<file path="config.mk">
export PLATFORM = sky130hd
export DESIGN_NAME = fastserial_tx_arbiter
export DESIGN_NICKNAME = d
export VERILOG_FILES = /design/src/rtl/fastserial_tx_arbiter.sv
export SDC_FILE = /design/constraint.sdc
export NUM_CORES = 1
export LEC_CHECK = 0
export ABC_CLOCK_PERIOD_IN_PS = 2000
export CAP_MARGIN = 40
export CELL_PAD_IN_SITES_DETAIL_PLACEMENT = 1
export CELL_PAD_IN_SITES_GLOBAL_PLACEMENT = 2
export CORE_UTILIZATION = 29
export CTS_BUF_LIST = sky130_fd_sc_hd__clkbuf_8 sky130_fd_sc_hd__clkbuf_16
export CTS_CLUSTER_DIAMETER = 30
export DETAILED_ROUTE_END_ITERATION = 8
export HOLD_SLACK_MARGIN = 0.1
export PLACE_DENSITY_LB_ADDON = 0.1
export SLEW_MARGIN = 30
export SYNTH_ARGS = -nofsm -noshare
export SYNTH_HDL_FRONTEND = slang
export SYNTH_SLANG_ARGS = --single-unit
</file>
<file path="constraint.sdc">
create_clock -name i_clk -period 2 [get_ports i_clk]
set_clock_uncertainty 0.1 [all_clocks]
set_input_delay 0.2 -clock i_clk [delete_from_list [all_inputs] [get_ports i_clk]]
set_output_delay 0.2 -clock i_clk [all_outputs]
set_load 0.01 [all_outputs]
</file>
<file path="src/rtl/fastserial_tx_arbiter.sv">
// fastserial_tx_arbiter
// Shares the single fast-serial transmitter between two byte-stream sources.
// A source owns the link for a whole packet; owners alternate on ties. Each
// packet is optionally prefixed with a channel header byte. Every byte is paced
// against the transmitter busy flag. A source that stalls mid-packet loses the
// link after a programmable idle time.

module fastserial_tx_arbiter #(
    parameter bit          HDR_EN       = 1'b1,
    parameter logic [7:0]  HDR_BASE     = 8'hA0,
    parameter int unsigned GUARD_CYCLES = 2,
    parameter int unsigned IDLE_TIMEOUT = 1024
) (
    input  logic        i_clk,
    input  logic        i_rst_n,
    input  logic        i_s0_valid,
    input  logic [7:0]  i_s0_data,
    input  logic        i_s0_last,
    output logic        o_s0_ready,
    input  logic        i_s1_valid,
    input  logic [7:0]  i_s1_data,
    input  logic        i_s1_last,
    output logic        o_s1_ready,
    output logic        o_tx_write,
    output logic [7:0]  o_tx_data,
    input  logic        i_tx_busy,
    output logic [1:0]  o_grant,
    output logic        o_abort,
    output logic [15:0] o_abort_count
);

    typedef enum logic [2:0] {
        ST_ARB   = 3'd0,
        ST_ISSUE = 3'd1,
        ST_GUARD = 3'd2,
        ST_DRAIN = 3'd3,
        ST_FETCH = 3'd4
    } state_t;

    // Terminal counts: guard spans GUARD_CYCLES cycles, abort after IDLE_TIMEOUT stalls
    localparam logic [3:0]  GUARD_LAST_C = 4'(GUARD_CYCLES - 1);
    localparam logic [15:0] IDLE_LAST_C  = 16'(IDLE_TIMEOUT - 1);

    // Header byte: base value with bit 0 replaced by the source index
    function automatic logic [7:0] hdr_byte(input logic idx);
        return {HDR_BASE[7:1], idx};
    endfunction

    // Abort counter increment that holds at all-ones
    function automatic logic [15:0] sat_inc16(input logic [15:0] value);
        logic [15:0] result;
        if (value == 16'hFFFF) begin
            result = value;
        end else begin
            result = value + 16'd1;
        end
        return result;
    endfunction

    state_t      state_r,       state_nx_s;
    logic [1:0]  grant_r,       grant_nx_s;
    logic        last_grant_r,  last_grant_nx_s;
    logic [7:0]  tx_data_r,     tx_data_nx_s;
    logic        pkt_last_r,    pkt_last_nx_s;
    logic [3:0]  guard_cnt_r,   guard_cnt_nx_s;
    logic [15:0] idle_cnt_r,    idle_cnt_nx_s;
    logic        abort_r,       abort_nx_s;
    logic [15:0] abort_count_r, abort_count_nx_s;

    logic        tx_write_s;
    logic        s0_ready_s;
    logic        s1_ready_s;
    logic        src_valid_s;
    logic [7:0]  src_data_s;
    logic        src_last_s;
    logic        sel_s1_s;

    // Present the granted source's stream to the fetch logic
    always_comb begin
        if (grant_r[1]) begin
            src_valid_s = i_s1_valid;
            src_data_s  = i_s1_data;
            src_last_s  = i_s1_last;
        end else begin
            src_valid_s = i_s0_valid;
            src_data_s  = i_s0_data;
            src_last_s  = i_s0_last;
        end
    end

    // Next-state and output decode for the packet FSM
    always_comb begin
        state_nx_s       = state_r;
        grant_nx_s       = grant_r;
        last_grant_nx_s  = last_grant_r;
        tx_data_nx_s     = tx_data_r;
        pkt_last_nx_s    = pkt_last_r;
        guard_cnt_nx_s   = guard_cnt_r;
        idle_cnt_nx_s    = idle_cnt_r;
        abort_nx_s       = 1'b0;
        abort_count_nx_s = abort_count_r;
        tx_write_s       = 1'b0;
        s0_ready_s       = 1'b0;
        s1_ready_s       = 1'b0;
        // Source 1 wins when it is alone, or on a tie when source 0 went last
        sel_s1_s         = i_s1_valid && (!i_s0_valid || !last_grant_r);

        case (state_r)
            ST_ARB: begin
                idle_cnt_nx_s = 16'd0;
                if (i_s0_valid || i_s1_valid) begin
                    grant_nx_s      = sel_s1_s ? 2'b10 : 2'b01;
                    last_grant_nx_s = sel_s1_s;
                    if (HDR_EN) begin
                        tx_data_nx_s  = hdr_byte(sel_s1_s);
                        pkt_last_nx_s = 1'b0;
                        state_nx_s    = ST_ISSUE;
                    end else begin
                        state_nx_s    = ST_FETCH;
                    end
                end else begin
                    grant_nx_s = 2'b00;
                end
            end
            ST_ISSUE: begin
                if (!i_tx_busy) begin
                    tx_write_s     = 1'b1;
                    guard_cnt_nx_s = 4'd0;
                    state_nx_s     = ST_GUARD;
                end else begin
                    state_nx_s     = ST_ISSUE;
                end
            end
            ST_GUARD: begin
                // Busy may lag the write strobe, so it is not trusted here
                if (guard_cnt_r >= GUARD_LAST_C) begin
                    guard_cnt_nx_s = 4'd0;
                    state_nx_s     = ST_DRAIN;
                end else begin
                    guard_cnt_nx_s = guard_cnt_r + 4'd1;
                end
            end
            ST_DRAIN: begin
                if (!i_tx_busy) begin
                    if (pkt_last_r) begin
                        grant_nx_s = 2'b00;
                        state_nx_s = ST_ARB;
                    end else begin
                        idle_cnt_nx_s = 16'd0;
                        state_nx_s    = ST_FETCH;
                    end
                end else begin
                    state_nx_s = ST_DRAIN;
                end
            end
            ST_FETCH: begin
                s0_ready_s = grant_r[0];
                s1_ready_s = grant_r[1];
                if (src_valid_s) begin
                    tx_data_nx_s  = src_data_s;
                    pkt_last_nx_s = src_last_s;
                    idle_cnt_nx_s = 16'd0;
                    state_nx_s    = ST_ISSUE;
                end else if (idle_cnt_r >= IDLE_LAST_C) begin
                    // Stalled source: drop the packet, keep last_grant so the other side wins next
                    abort_nx_s       = 1'b1;
                    abort_count_nx_s = sat_inc16(abort_count_r);
                    grant_nx_s       = 2'b00;
                    idle_cnt_nx_s    = 16'd0;
                    state_nx_s       = ST_ARB;
                end else begin
                    idle_cnt_nx_s = idle_cnt_r + 16'd1;
                end
            end
            default: begin
                grant_nx_s    = 2'b00;
                idle_cnt_nx_s = 16'd0;
                state_nx_s    = ST_ARB;
            end
        endcase
    end

    // State and datapath registers; reset drops any partial packet
    always_ff @(posedge i_clk or negedge i_rst_n) begin
        if (!i_rst_n) begin
            state_r       <= ST_ARB;
            grant_r       <= 2'b00;
            last_grant_r  <= 1'b1;
            tx_data_r     <= 8'h00;
            pkt_last_r    <= 1'b0;
            guard_cnt_r   <= 4'd0;
            idle_cnt_r    <= 16'd0;
            abort_r       <= 1'b0;
            abort_count_r <= 16'd0;
        end else begin
            state_r       <= state_nx_s;
            grant_r       <= grant_nx_s;
            last_grant_r  <= last_grant_nx_s;
            tx_data_r     <= tx_data_nx_s;
            pkt_last_r    <= pkt_last_nx_s;
            guard_cnt_r   <= guard_cnt_nx_s;
            idle_cnt_r    <= idle_cnt_nx_s;
            abort_r       <= abort_nx_s;
            abort_count_r <= abort_count_nx_s;
        end
    end

    assign o_grant       = grant_r;
    assign o_tx_data     = tx_data_r;
    assign o_abort       = abort_r;
    assign o_abort_count = abort_count_r;
    assign o_tx_write    = tx_write_s;
    assign o_s0_ready    = s0_ready_s;
    assign o_s1_ready    = s1_ready_s;

endmodule

</file>
# Yosys cells after proc, flatten, opt, wreduce, memory -nomap -nowiden
# Index checks and enable logic that the tools add are counted.
# word_totals
input_bits	23
out_inout_bits	30
register_bits	52
wordCells	87
# classes
muxes	39
eq_ne	15
reduce_logical	16
order_cmp	2
add_sub_neg	3
n_bitwise	3
# op_table
op	n
2-to-1 mux 16 bit	4
one-hot mux 16 bit (3 select lines)	1
adder 16 x 1 -> 16 bit (second input constant)	2
2-to-1 mux 8 bit	3
2-to-1 mux 3 bit	6
inequality test 2 bit (second input constant)	9
== test 16 bit (second input constant)	1
greater-or-equal comparator 16 x 10 -> 1 bit (second input constant)	1
one-hot mux 8 bit (2 select lines)	1
one-hot mux 3 bit (5 select lines)	1
2-to-1 mux 2 bit	7
2-to-1 mux 1 bit	11
AND reduction 3 bit	3
2-to-1 mux 4 bit	2
one-hot mux 2 bit (4 select lines)	1
one-hot mux 4 bit (2 select lines)	1
== test 3 x 2 -> 1 bit (second input constant)	2
AND reduction 5 bit	1
adder 4 x 1 -> 4 bit (second input constant)	1
greater-or-equal comparator 4 x 1 -> 1 bit (second input constant)	1
AND reduction 2 bit	2
AND reduction 4 bit	1
nonzero test 2 bit	2
== test 3 x 1 -> 1 bit (second input constant)	1
other kinds (9)	13

# Depth between registers and ports, before layout
# Gate-level depths: netlist of run 1.
# depth
word_depth	6
ltp_mapped	7
ltp_nobuf	6

# Worst setup path before layout of run 1
# OpenSTA, ideal clock, no wires.
# synth_path
kind	reg-to-reg
from	register idle_cnt_r[0]
to	register abort_count_r[15] (netlist: o_abort_count[15])
arrival_time_ns	1.750
setup_time_ns	0.125
path_stages_with_launch	7
path_slack_ns	0.025
n_path_buf	0
period_less_slack_ns	1.975
required_time_ns	1.775
cell_sequence	dfrtp_1 > ha_1 > nand3_2 > nor4_4 > o21bai_4 > nor3_1 > mux2_2
# synth_between
elab_chain_cells	2
# synth_rtl
item	line	rtl
from (decl)	66	logic [15:0] idle_cnt_r, idle_cnt_nx_s;
from (signal assigned)	202	idle_cnt_r <= idle_cnt_nx_s;
greater-or-equal comparator 16 x 10 -> 1 bit	164	end else if (idle_cnt_r >= IDLE_LAST_C) begin
AND reduction 4 bit (no source line)	n/a	
to (signal assigned)	204	abort_count_r <= abort_count_nx_s;
to (decl)	68	logic [15:0] abort_count_r, abort_count_nx_s;
# Every way passes these cells.
# A chain may end at the register's enable or synchronous reset.

# Worst setup path after layout of run 1
# layout_path
from	register idle_cnt_r[1]
to	register idle_cnt_r[7]
# layout_between
elab_chain_cells	4
elab_cells_between_ends	5
cone_classes	1 x add/sub; 1 x order compare; 3 x mux
# layout_rtl
item	line	rtl
adder 16 x 1 -> 16 bit or greater-or-equal comparator 16 x 10 -> 1 bit (tied branches)	172, 164	
2-to-1 mux 16 bit *	164	
2-to-1 mux 16 bit *	159	if (src_valid_s) begin
one-hot mux 16 bit (3 select lines) *	108	case (state_r)
# Every way passes the cells marked *; elsewhere a longest branch is shown, timed or not.

==> results of run 1 <==
## worst min-delay path by stage
stage                        from  cells after the start  slack (ps)                         end
after floorplan           i_rst_n                      0        -200  guard_cnt_r[0]$_DFFE_PN0P_
after global placement    i_rst_n                      1         170  guard_cnt_r[0]$_DFFE_PN0P_
after detailed placement  i_rst_n                      1         170  guard_cnt_r[0]$_DFFE_PN0P_
after CTS                 i_rst_n                      2         360  guard_cnt_r[0]$_DFFE_PN0P_
after global routing      i_rst_n                      2         390  guard_cnt_r[0]$_DFFE_PN0P_
final                     i_rst_n                      2         340  guard_cnt_r[0]$_DFFE_PN0P_
## per-layer routing
metal / wire length, µm / up-vias
li1: - / 1178
met1: 3620 / 1206
met3: 200 / 6
met2: 3550 / 31
met5: 0 / -
met4: 83 / 0
## final cells by class
class	instances	area, µm²	area share
multi-input combinational	198	1440	0.364
inverter	10	37.5	0.00948
tap	108	135	0.0341
clock buffer	5	68.8	0.0174
clock inverter	3	11.3	0.00284
timing repair buffer	107	963	0.243
sequential	52	1300	0.329
## cell usage after synthesis (all sizes together)
cell	number	area, µm²
xnor2	3	26.3
o21bai	2	26.3
mux2i	9	90.1
o31ai	6	45.0
nand4b	1	8.76
a311oi	1	8.76
and4	1	8.76
nand3b	1	7.51
o21ai	13	65.1
nand3	14	75.1
nand4	2	12.5
nor4bb	1	10.0
a31oi	9	56.3
mux2	2	22.5
nor3b	1	7.51
nor4	10	98.8
or2	1	6.26
nor2b	4	25.0
and3	5	31.3
o211a	1	10.0
a22o	3	26.3
nand2b	4	25.0
clkbuf	7	26.3
dfrtp	51	1280
a41oi	5	43.8
nor2	24	100
ha	5	62.6
or3	4	25.0
a21oi	5	25.0
dfstp	1	26.3
nor3	10	50.1
o221ai	1	8.76
nand2	28	105
inv	10	37.5
a21boi	1	7.51
nor4b	2	17.5
and2	3	18.8
o22ai	1	6.26
xor2	12	105
a211oi	2	15.0
buf	4	28.8
## metrics by stage
step           instances  setup WS, ps  hold WS [ps]  TNS, ps  utilization
2_1_floorplan        270          25.3          -196        0            -
6_report             483          29.2           343        0        0.448
4_1_cts              476        -0.510           361   -0.510        0.426
5_1_grt              483         -53.0           389     -273        0.448
3_3_place_gp         466         -55.6           169     -433        0.413
3_5_place_dp         466         -95.0           171    -1050        0.413
## where the power goes
| group | internal, mW | switching (mW) |
|---|---|---|
| combinational | 0.566 | 0.661 |
| sequential | 1.18 | 0.103 |
| clock | 0.235 | 0.347 |
| total | 1.99 | 1.11 |
## worst max-delay path, cell delays in order, from the launching register on
cell and delay (ps):
dfrtp_1 420, ha_4 180, nand3_4 70, nor4_4 50
buf_4 160, buf_6 130, or3_4 390, or3_1 340
o21ai_1 70
## cell usage in the layout (no fill, tap or decap), types with 4 or more instances in the layout
cell and n:
mux2i_1 9, nand3_1 13, nand2_1 27, and3_1 5
xor2_1 12, nor2_1 20, buf_4 48, ha_1 4
nor4_1 4, nand2b_1 4, o31ai_1 6, nor2b_1 4
dfrtp_1 51, inv_1 13, a21oi_1 4, nor3_2 4
clkbuf_8 5, clkdlybuf4s50_1 48, o21ai_0 11, nor4_2 4
a31oi_1 9
## timing repair
item	CTS	global route
gates cloned	0	2
hold buffers	1	0
hold endpoints to repair	24	0
setup endpoints to repair	16	28
gates resized for setup	8	30
setup buffers	1	5
pin swaps	1	10
## cells by family after synthesis
group,count (synthesis),share of synthesized area
compound gates,50,0.128
xor+xnor,15,0.0490
mux,11,0.0420
flops,52,0.486
simple gates,116,0.236
buf+inv,21,0.0346
fa+ha+maj,5,0.0234
## state kept, by name, summed over array words and instances (netlist names)
signal	cells
idle_cnt_r	16
o_abort_count	16
o_tx_data	8
guard_cnt_r	4
state_r	3
o_grant	2
last_grant_r	1
o_abort	1
pkt_last_r	1
==> impl_metrics.tcl, run 1 <==
set metrics [dict create \
    timing.fmax_ghz 0.507 \
    overflow 0 \
    regToRegSetupSlack_ps 30 \
    ir_drop_mv 0.303 \
    finalHoldViolations 0 \
    grtUsageMet1 0.210 \
    cts.sinks 52 \
    r2r.worst_path.cells 8 \
    outcome "finished clean" \
    power.total_mw 3.10 \
    cp.required_ps 2140 \
    use_met2 0.263 \
    synth_nets 298 \
    end_kind "register" \
    clk_path_buf_depth 2 \
    netlist_area_um2 2680 \
    r2r_end "idle_cnt_r[7]$_DFFE_PN0P_" \
    grt_use_met3 0.0308 \
    critPathLaunchType "register" \
    clk_latency_ps 300 \
    drtIter0Drc 67 \
    timing.rr.start "idle_cnt_r[1]$_DFFE_PN0P_" \
    clk_pin_slew_ps 90 \
    cp.arrival_ps 2110 \
    port-buffer-count 52 \
    firstDrtPassIters 4 \
    critPathKind "reg -> reg" \
    ys_types 49 \
    routed_via_density 5.01 \
    nets 402 \
    dr_total_vias 2421 \
    wl_per_cell_um 15.4 \
    grt_max_degree 28 \
    dpl_cell_area_um2 3650 \
    busiest_layer "met2" \
    period_share 0.985 \
    maxCapViolations 0 \
    avgSynthCellArea_um2 9.92 \
    antenna_found_initial 0 \
    gp_congestion 0.712 \
    worst_pin_slew_ps 644 \
    die_area_um2 9630 \
    drv_slew 0 \
    ys_seq_elements 52 \
    ant_nets 0 \
    syn_to_final_growth_pct 47.8 \
    slew_headroom 0.571 \
    leakagePower_nw 1.80 \
    drc 0 \
    coreArea_um2 8850 \
    syn_inst 270 \
    ioPinCount 53 \
    yosysSeqAreaShare 0.486 \
    die_w_um 98.1 \
    rsz0062_at_grt "yes" \
    p_per_area_nw_per_um2 782 \
    crit_path_max_fanout 5 \
    root_buffer "clkbuf_8" \
    min_path_type "in -> async" \
    setup_viol 0 \
    die_y_um 98.1 \
    floorplan.initialDensity 0.303 \
    track_usage 0.159 \
    ys_warn_count 0 \
    grt_pass1_wl_mm 12.2 \
    endpoint "idle_cnt_r[7]$_DFFE_PN0P_" \
    startpoint "idle_cnt_r[1]$_DFFE_PN0P_" \
    cts_tree "yes" \
    drive_above_1_share 0.245 \
    grt_pass1_vias 2574 \
    antenna_cells 0 \
    rows 34 \
    numCtsBuffers 5 \
    wl_mm 7.46 \
    n_fill_cell 1034 \
    cts-htree-levels 2 \
    period_minus_slack_ps 1970 \
    hpwl_mm 5.21 \
    stdcell_area_um2 3960 \
]
Note: power is estimated with default switching activity, not from simulation.
==> run 2: changes to the inputs <==
Settings changed: CORE_ASPECT_RATIO set to 0.9.
==> run 2 against run 1 <==
Against the previous run: the run now ends with negative setup slack left; die area barely moved; combinational power barely moved; clock-buffer cell count rose by 1; final cell count rose by 4.1%; sequential share of layout area fell by 0.94 points; critical path depth rose by 1; worst hold slack improved by 4.3 ps; critical endpoint unchanged; largest power group unchanged.
==> impl_metrics.tcl, run 2 (synthesis gave the netlist of run 1 again) <==
set metrics [dict create \
    floorplan.initialDensity 0.306 \
    cp.required_ps 2140 \
    clk_pin_slew_ps 90 \
    path_buf_inv 3 \
    ir_drop_mv 0.319 \
    ioPinCount 53 \
    hpwl_mm 5.09 \
    drv_slew 0 \
    root_buffer "clkbuf_8" \
    overflow 0 \
    worst_pin_slew_ps 586 \
    path_common_cell "buf_6" \
    timing.rr.start "idle_cnt_r[1]$_DFFE_PN0P_" \
    dp_cells 475 \
    track_usage 0.163 \
    antenna_cells 0 \
    rows 32 \
    die_w_um 103 \
    wl_mm 7.59 \
    cts-htree-levels 2 \
    layout_commonest_cell "buf_4" \
    ant_nets 0 \
    crit_slowest_cell "dfrtp_1" \
    cts.sinks 52 \
    n_fill_cell 988 \
    grt_pass1_vias 2529 \
    port-buffer-count 52 \
    dpl_cell_area_um2 3650 \
    die_y_um 93.2 \
    syn_to_final_growth_pct 52.3 \
    die_area_um2 9630 \
    wl_per_cell_um 15.1 \
    maxCapViolations 0 \
    drtIter0Drc 49 \
    period_share 1.03 \
    antenna_found_initial 0 \
    end_kind "register" \
    routed_via_density 4.81 \
    stdcell_count 503 \
    grt_pass1_wl_mm 12.2 \
    r2r.worst_path.cells 9 \
    gp_congestion 0.767 \
    drive_above_1_share 0.263 \
    violations "negative setup slack" \
    rsz0062_at_grt "yes" \
    stdcell_area_um2 4080 \
    coreArea_um2 8770 \
    r2r_end "idle_cnt_r[7]$_DFFE_PN0P_" \
    p_per_area_nw_per_um2 765 \
    setup_viol 3 \
    numCtsBuffers 5 \
    min_path_type "in -> async" \
    seqCellArea_um2 1300 \
    slew_headroom 0.606 \
    multi_input_area_um2 1460 \
    cp_cell_sequence "ha_4 > nand3_4 > nor4_4 > buf_4 > buf_6 > buf_6 > or3_4 > or3_1 > o21ai_1" \
    cp.arrival_ps 2190 \
    regToRegSetupSlack_ps -50 \
    dr_total_vias 2417 \
    critPathKind "reg -> reg" \
    clk_path_buf_depth 2 \
    final.setup.worst_slack_ps -51.4 \
    leakagePower_nw 1.85 \
    outcome "finished, violations left" \
    cp_slowest_stage_delay_ps 420 \
    nets 411 \
    critPathLaunchType "register" \
    period_minus_slack_ps 2050 \
    timing.fmax_ghz 0.487 \
    firstDrtPassIters 4 \
    mostFrequentLayoutCells "buf_4, dfrtp_1, clkdlybuf4s50_1, nand2_1, nor2_1" \
    cp_top_family "simple AND/OR/NAND/NOR gates" \
    grt_max_degree 53 \
    finalHoldViolations 0 \
    clk_latency_ps 300 \
    cts_tree "yes" \
    drc 0 \
    crit_path_max_fanout 4 \
]
==> run 2: cell type report <==
class,instances,area share
tap,119,0.0365
multi-input combinational,198,0.358
clock buffer,6,0.0202
sequential,52,0.320
clock inverter,2,0.00184
inverter,10,0.00920
timing repair buffer,116,0.255
==> run 2: where the power goes <==
part | leakage (nW) | switching (mW) | internal, mW | total (mW)
clock | 0.0538 | 0.344 | 0.273 | 0.617
sequential | 0.701 | 0.0933 | 1.19 | 1.28
combinational | 1.09 | 0.638 | 0.586 | 1.22
total | 1.85 | 1.08 | 2.04 | 3.12
==> run 2: stage by stage <==
step	total power, mW	worst slack, ps	TNS (ps)	utilization	hold WS, ps
floorplan	1.93	25.3	0	-	-196
global placement	2.47	-121	-1110	0.416	120
detailed placement	2.47	-158	-2540	0.416	122
CTS	3.15	-69.6	-317	0.436	330
global route	3.36	-106	-774	0.465	395
finish	3.12	-51.4	-110	0.465	347
==> run 2: worst max path at each step <==
stage	start	end	slack [ps]	depth (start not counted)
floorplan	idle_cnt_r[0]$_DFFE_PN0P_	o_abort_count[15]$_DFFE_PN0P_	30	6
global placement	i_s1_valid	o_abort_count[6]$_DFFE_PN0P_	-120	6
detailed placement	i_s1_valid	o_abort_count[15]$_DFFE_PN0P_	-160	6
CTS	idle_cnt_r[1]$_DFFE_PN0P_	o_abort_count[14]$_DFFE_PN0P_	-70	7
global route	idle_cnt_r[0]$_DFFE_PN0P_	idle_cnt_r[8]$_DFFE_PN0P_	-110	10
finish	idle_cnt_r[1]$_DFFE_PN0P_	idle_cnt_r[7]$_DFFE_PN0P_	-50	9
==> run 2: worst register-to-register path, stage by stage (launching register included) <==
cell and delay [ps]:
dfrtp_1 420, ha_4 180, nand3_4 70, nor4_4 50, buf_4 160, buf_6 120
buf_6 100, or3_4 360, or3_1 360, o21ai_1 70
==> run 2: what timing repair did <==
action                     CTS  global route
hold buffers                 1             0
setup endpoints to repair   27            25
setup buffers                5            14
pin swaps                    4            15
hold endpoints to repair    52             0
resized for setup           15            29
cloned                       0             1
==> run 2: metal layers <==
metal | share of wire | track usage
met5 | 0 | 0
met1 | 0.49 | 0.224
met4 | 0.0090 | 0.0423
met2 | 0.48 | 0.264
met3 | 0.021 | 0.0277
==> run 3: changes to the inputs <==
Settings changed: ABC_CLOCK_PERIOD_IN_PS 2000 to 2660, CORE_UTILIZATION 29 to 34.
Clock period 2 ns to 2.66 ns, I/O delays scaled along.
==> run 3 against run 2 <==
Against the previous run: the run now ends clean; register-to-register slack better by 440 ps; final cell count down 15%; non-clock buffer count shrank 53; critical path type is now reg -> out; largest power group unchanged; highest routed layer unchanged.
==> impl_metrics.tcl, run 3 (synthesis gave the netlist of run 1 again) <==
set metrics [dict create \
    drive_above_1_share 0.0848 \
    stdcell_count 426 \
    swShare 0.346 \
    leakagePower_nw 1.52 \
    nets 357 \
    die_area_um2 8240 \
    syn_to_final_growth_pct 28.7 \
    hpwl_mm 4.52 \
    cts_tree "yes" \
    busiest_layer "met2" \
    overflow 0 \
    drv_slew 0 \
    setup_viol 0 \
    routed_via_density 5.15 \
    wl_mm 6.32 \
    drc 0 \
    grt_max_degree 31 \
    rows 30 \
    wl_per_cell_um 14.8 \
    cp.arrival_ps 1920 \
    power.total_mw 2.21 \
    grt_use_met3 0.0351 \
    slew_headroom 0.617 \
    mostFrequentLayoutCells "dfrtp_1, clkdlybuf4s50_1, nand2_1, nor2_1" \
    antenna_found_initial 0 \
    critPathLaunchType "register" \
    postCtsResizedCells 0 \
    port-buffer-count 52 \
    whs_ps 384 \
    finalHoldViolations 0 \
    ioPinCount 53 \
    dr_total_vias 2196 \
    clk_pin_slew_ps 90 \
    cts.sinks 52 \
    crit_path_max_fanout 10 \
    ant_nets 0 \
    end_kind "output port" \
    floorplan.initialDensity 0.353 \
    grtUsageMet1 0.232 \
    p_per_area_nw_per_um2 641 \
    regToRegSetupSlack_ps 390 \
    ir_drop_mv 0.280 \
    p_seq_frac 0.451 \
    final.setup.worst_slack_ps 377 \
    cp.required_ps 2290 \
    clk_path_buf_depth 2 \
    n_fill_cell 863 \
    dp_cells 417 \
    outcome "finished clean" \
    grt_pass1_wl_mm 10.8 \
    min_path_type "reg -> reg" \
    dpl_cell_area_um2 3350 \
    gp_congestion 0.725 \
    root_buffer "clkbuf_8" \
    firstDrtPassIters 4 \
    pwr-share-comb 0.343 \
    critPathKind "reg -> out" \
    worst_pin_slew_ps 574 \
    multi_input_area_um2 1280 \
    timing.fmax_ghz 0.438 \
    die_w_um 95.6 \
    rsz0062_at_grt "no" \
    period_minus_slack_ps 2280 \
    utilization 0.455 \
    p_int_mw 1.45 \
    grt_pass1_vias 2233 \
    die_y_um 86.2 \
    drtIter0Drc 53 \
    track_usage 0.168 \
    period_share 0.858 \
    seqCellArea_um2 1300 \
    stdcell_area_um2 3450 \
    maxCapViolations 0 \
    cts-htree-levels 2 \
    use_met2 0.275 \
    dp_slack_ps 332 \
    clk_latency_ps 300 \
    numCtsBuffers 5 \
    clkPwrFrac 0.206 \
    finalSetupTns_ps 0 \
    coreArea_um2 7580 \
    switching_power_mw 0.764 \
    antenna_cells 0 \
]
-- run 3: power groups by stage --
stage	Clock [mW]	Sequential [mW]	Combinational, mW
6_report	0.455	0.998	0.759
2_1_floorplan	0	0.982	0.469
3_5_place_dp	0	1.01	0.771
5_1_grt	0.512	1.02	0.853
4_1_cts	0.481	0.999	0.775
3_3_place_gp	0	1.01	0.764
-- run 3: worst paths after layout --
kind,endpoint,start,depth (start not counted)
worst min-delay path,o_tx_data[6]$_DFFE_PN0P_,o_tx_data[6]$_DFFE_PN0P_,2
worst max-delay path,o_s1_ready,state_r[1]$_DFFE_PN0P_,4
max in group asynchronous,idle_cnt_r[10]$_DFFE_PN0P_,i_rst_n,3
min in group asynchronous,o_tx_data[2]$_DFFE_PN0P_,i_rst_n,2
worst max register to register,o_abort_count[15]$_DFFE_PN0P_,idle_cnt_r[0]$_DFFE_PN0P_,6
worst min register to register,o_tx_data[6]$_DFFE_PN0P_,o_tx_data[6]$_DFFE_PN0P_,2
-- run 3: critical path, cell delays in order (launching register included) --
cell and delay [ps]:
dfrtp_1 500, nor2_2 300, nand2_1 140, nor2_1 130, clkdlybuf4s50_1 550
-- run 3: repair_timing --
item                                   in CTS  in global routing
buffers inserted                            0                  0
endpoints found under the hold margin      21                  0
hold buffers                                1                  0
-- run 3: cell type report --
type / count / share of cell area
sequential: 52 / 0.378
multi-input combinational: 197 / 0.372
timing repair buffer: 63 / 0.178
tap: 96 / 0.0348
clock buffer: 6 / 0.0240
inverter: 10 / 0.0109
clock inverter: 2 / 0.00218
-- run 3: routing by layer --
layer  up-vias  part of all wire
met4         0            0.0043
met3         4             0.036
met5         -                 0
met2        36              0.46
met1      1073              0.50
li1       1083                 -
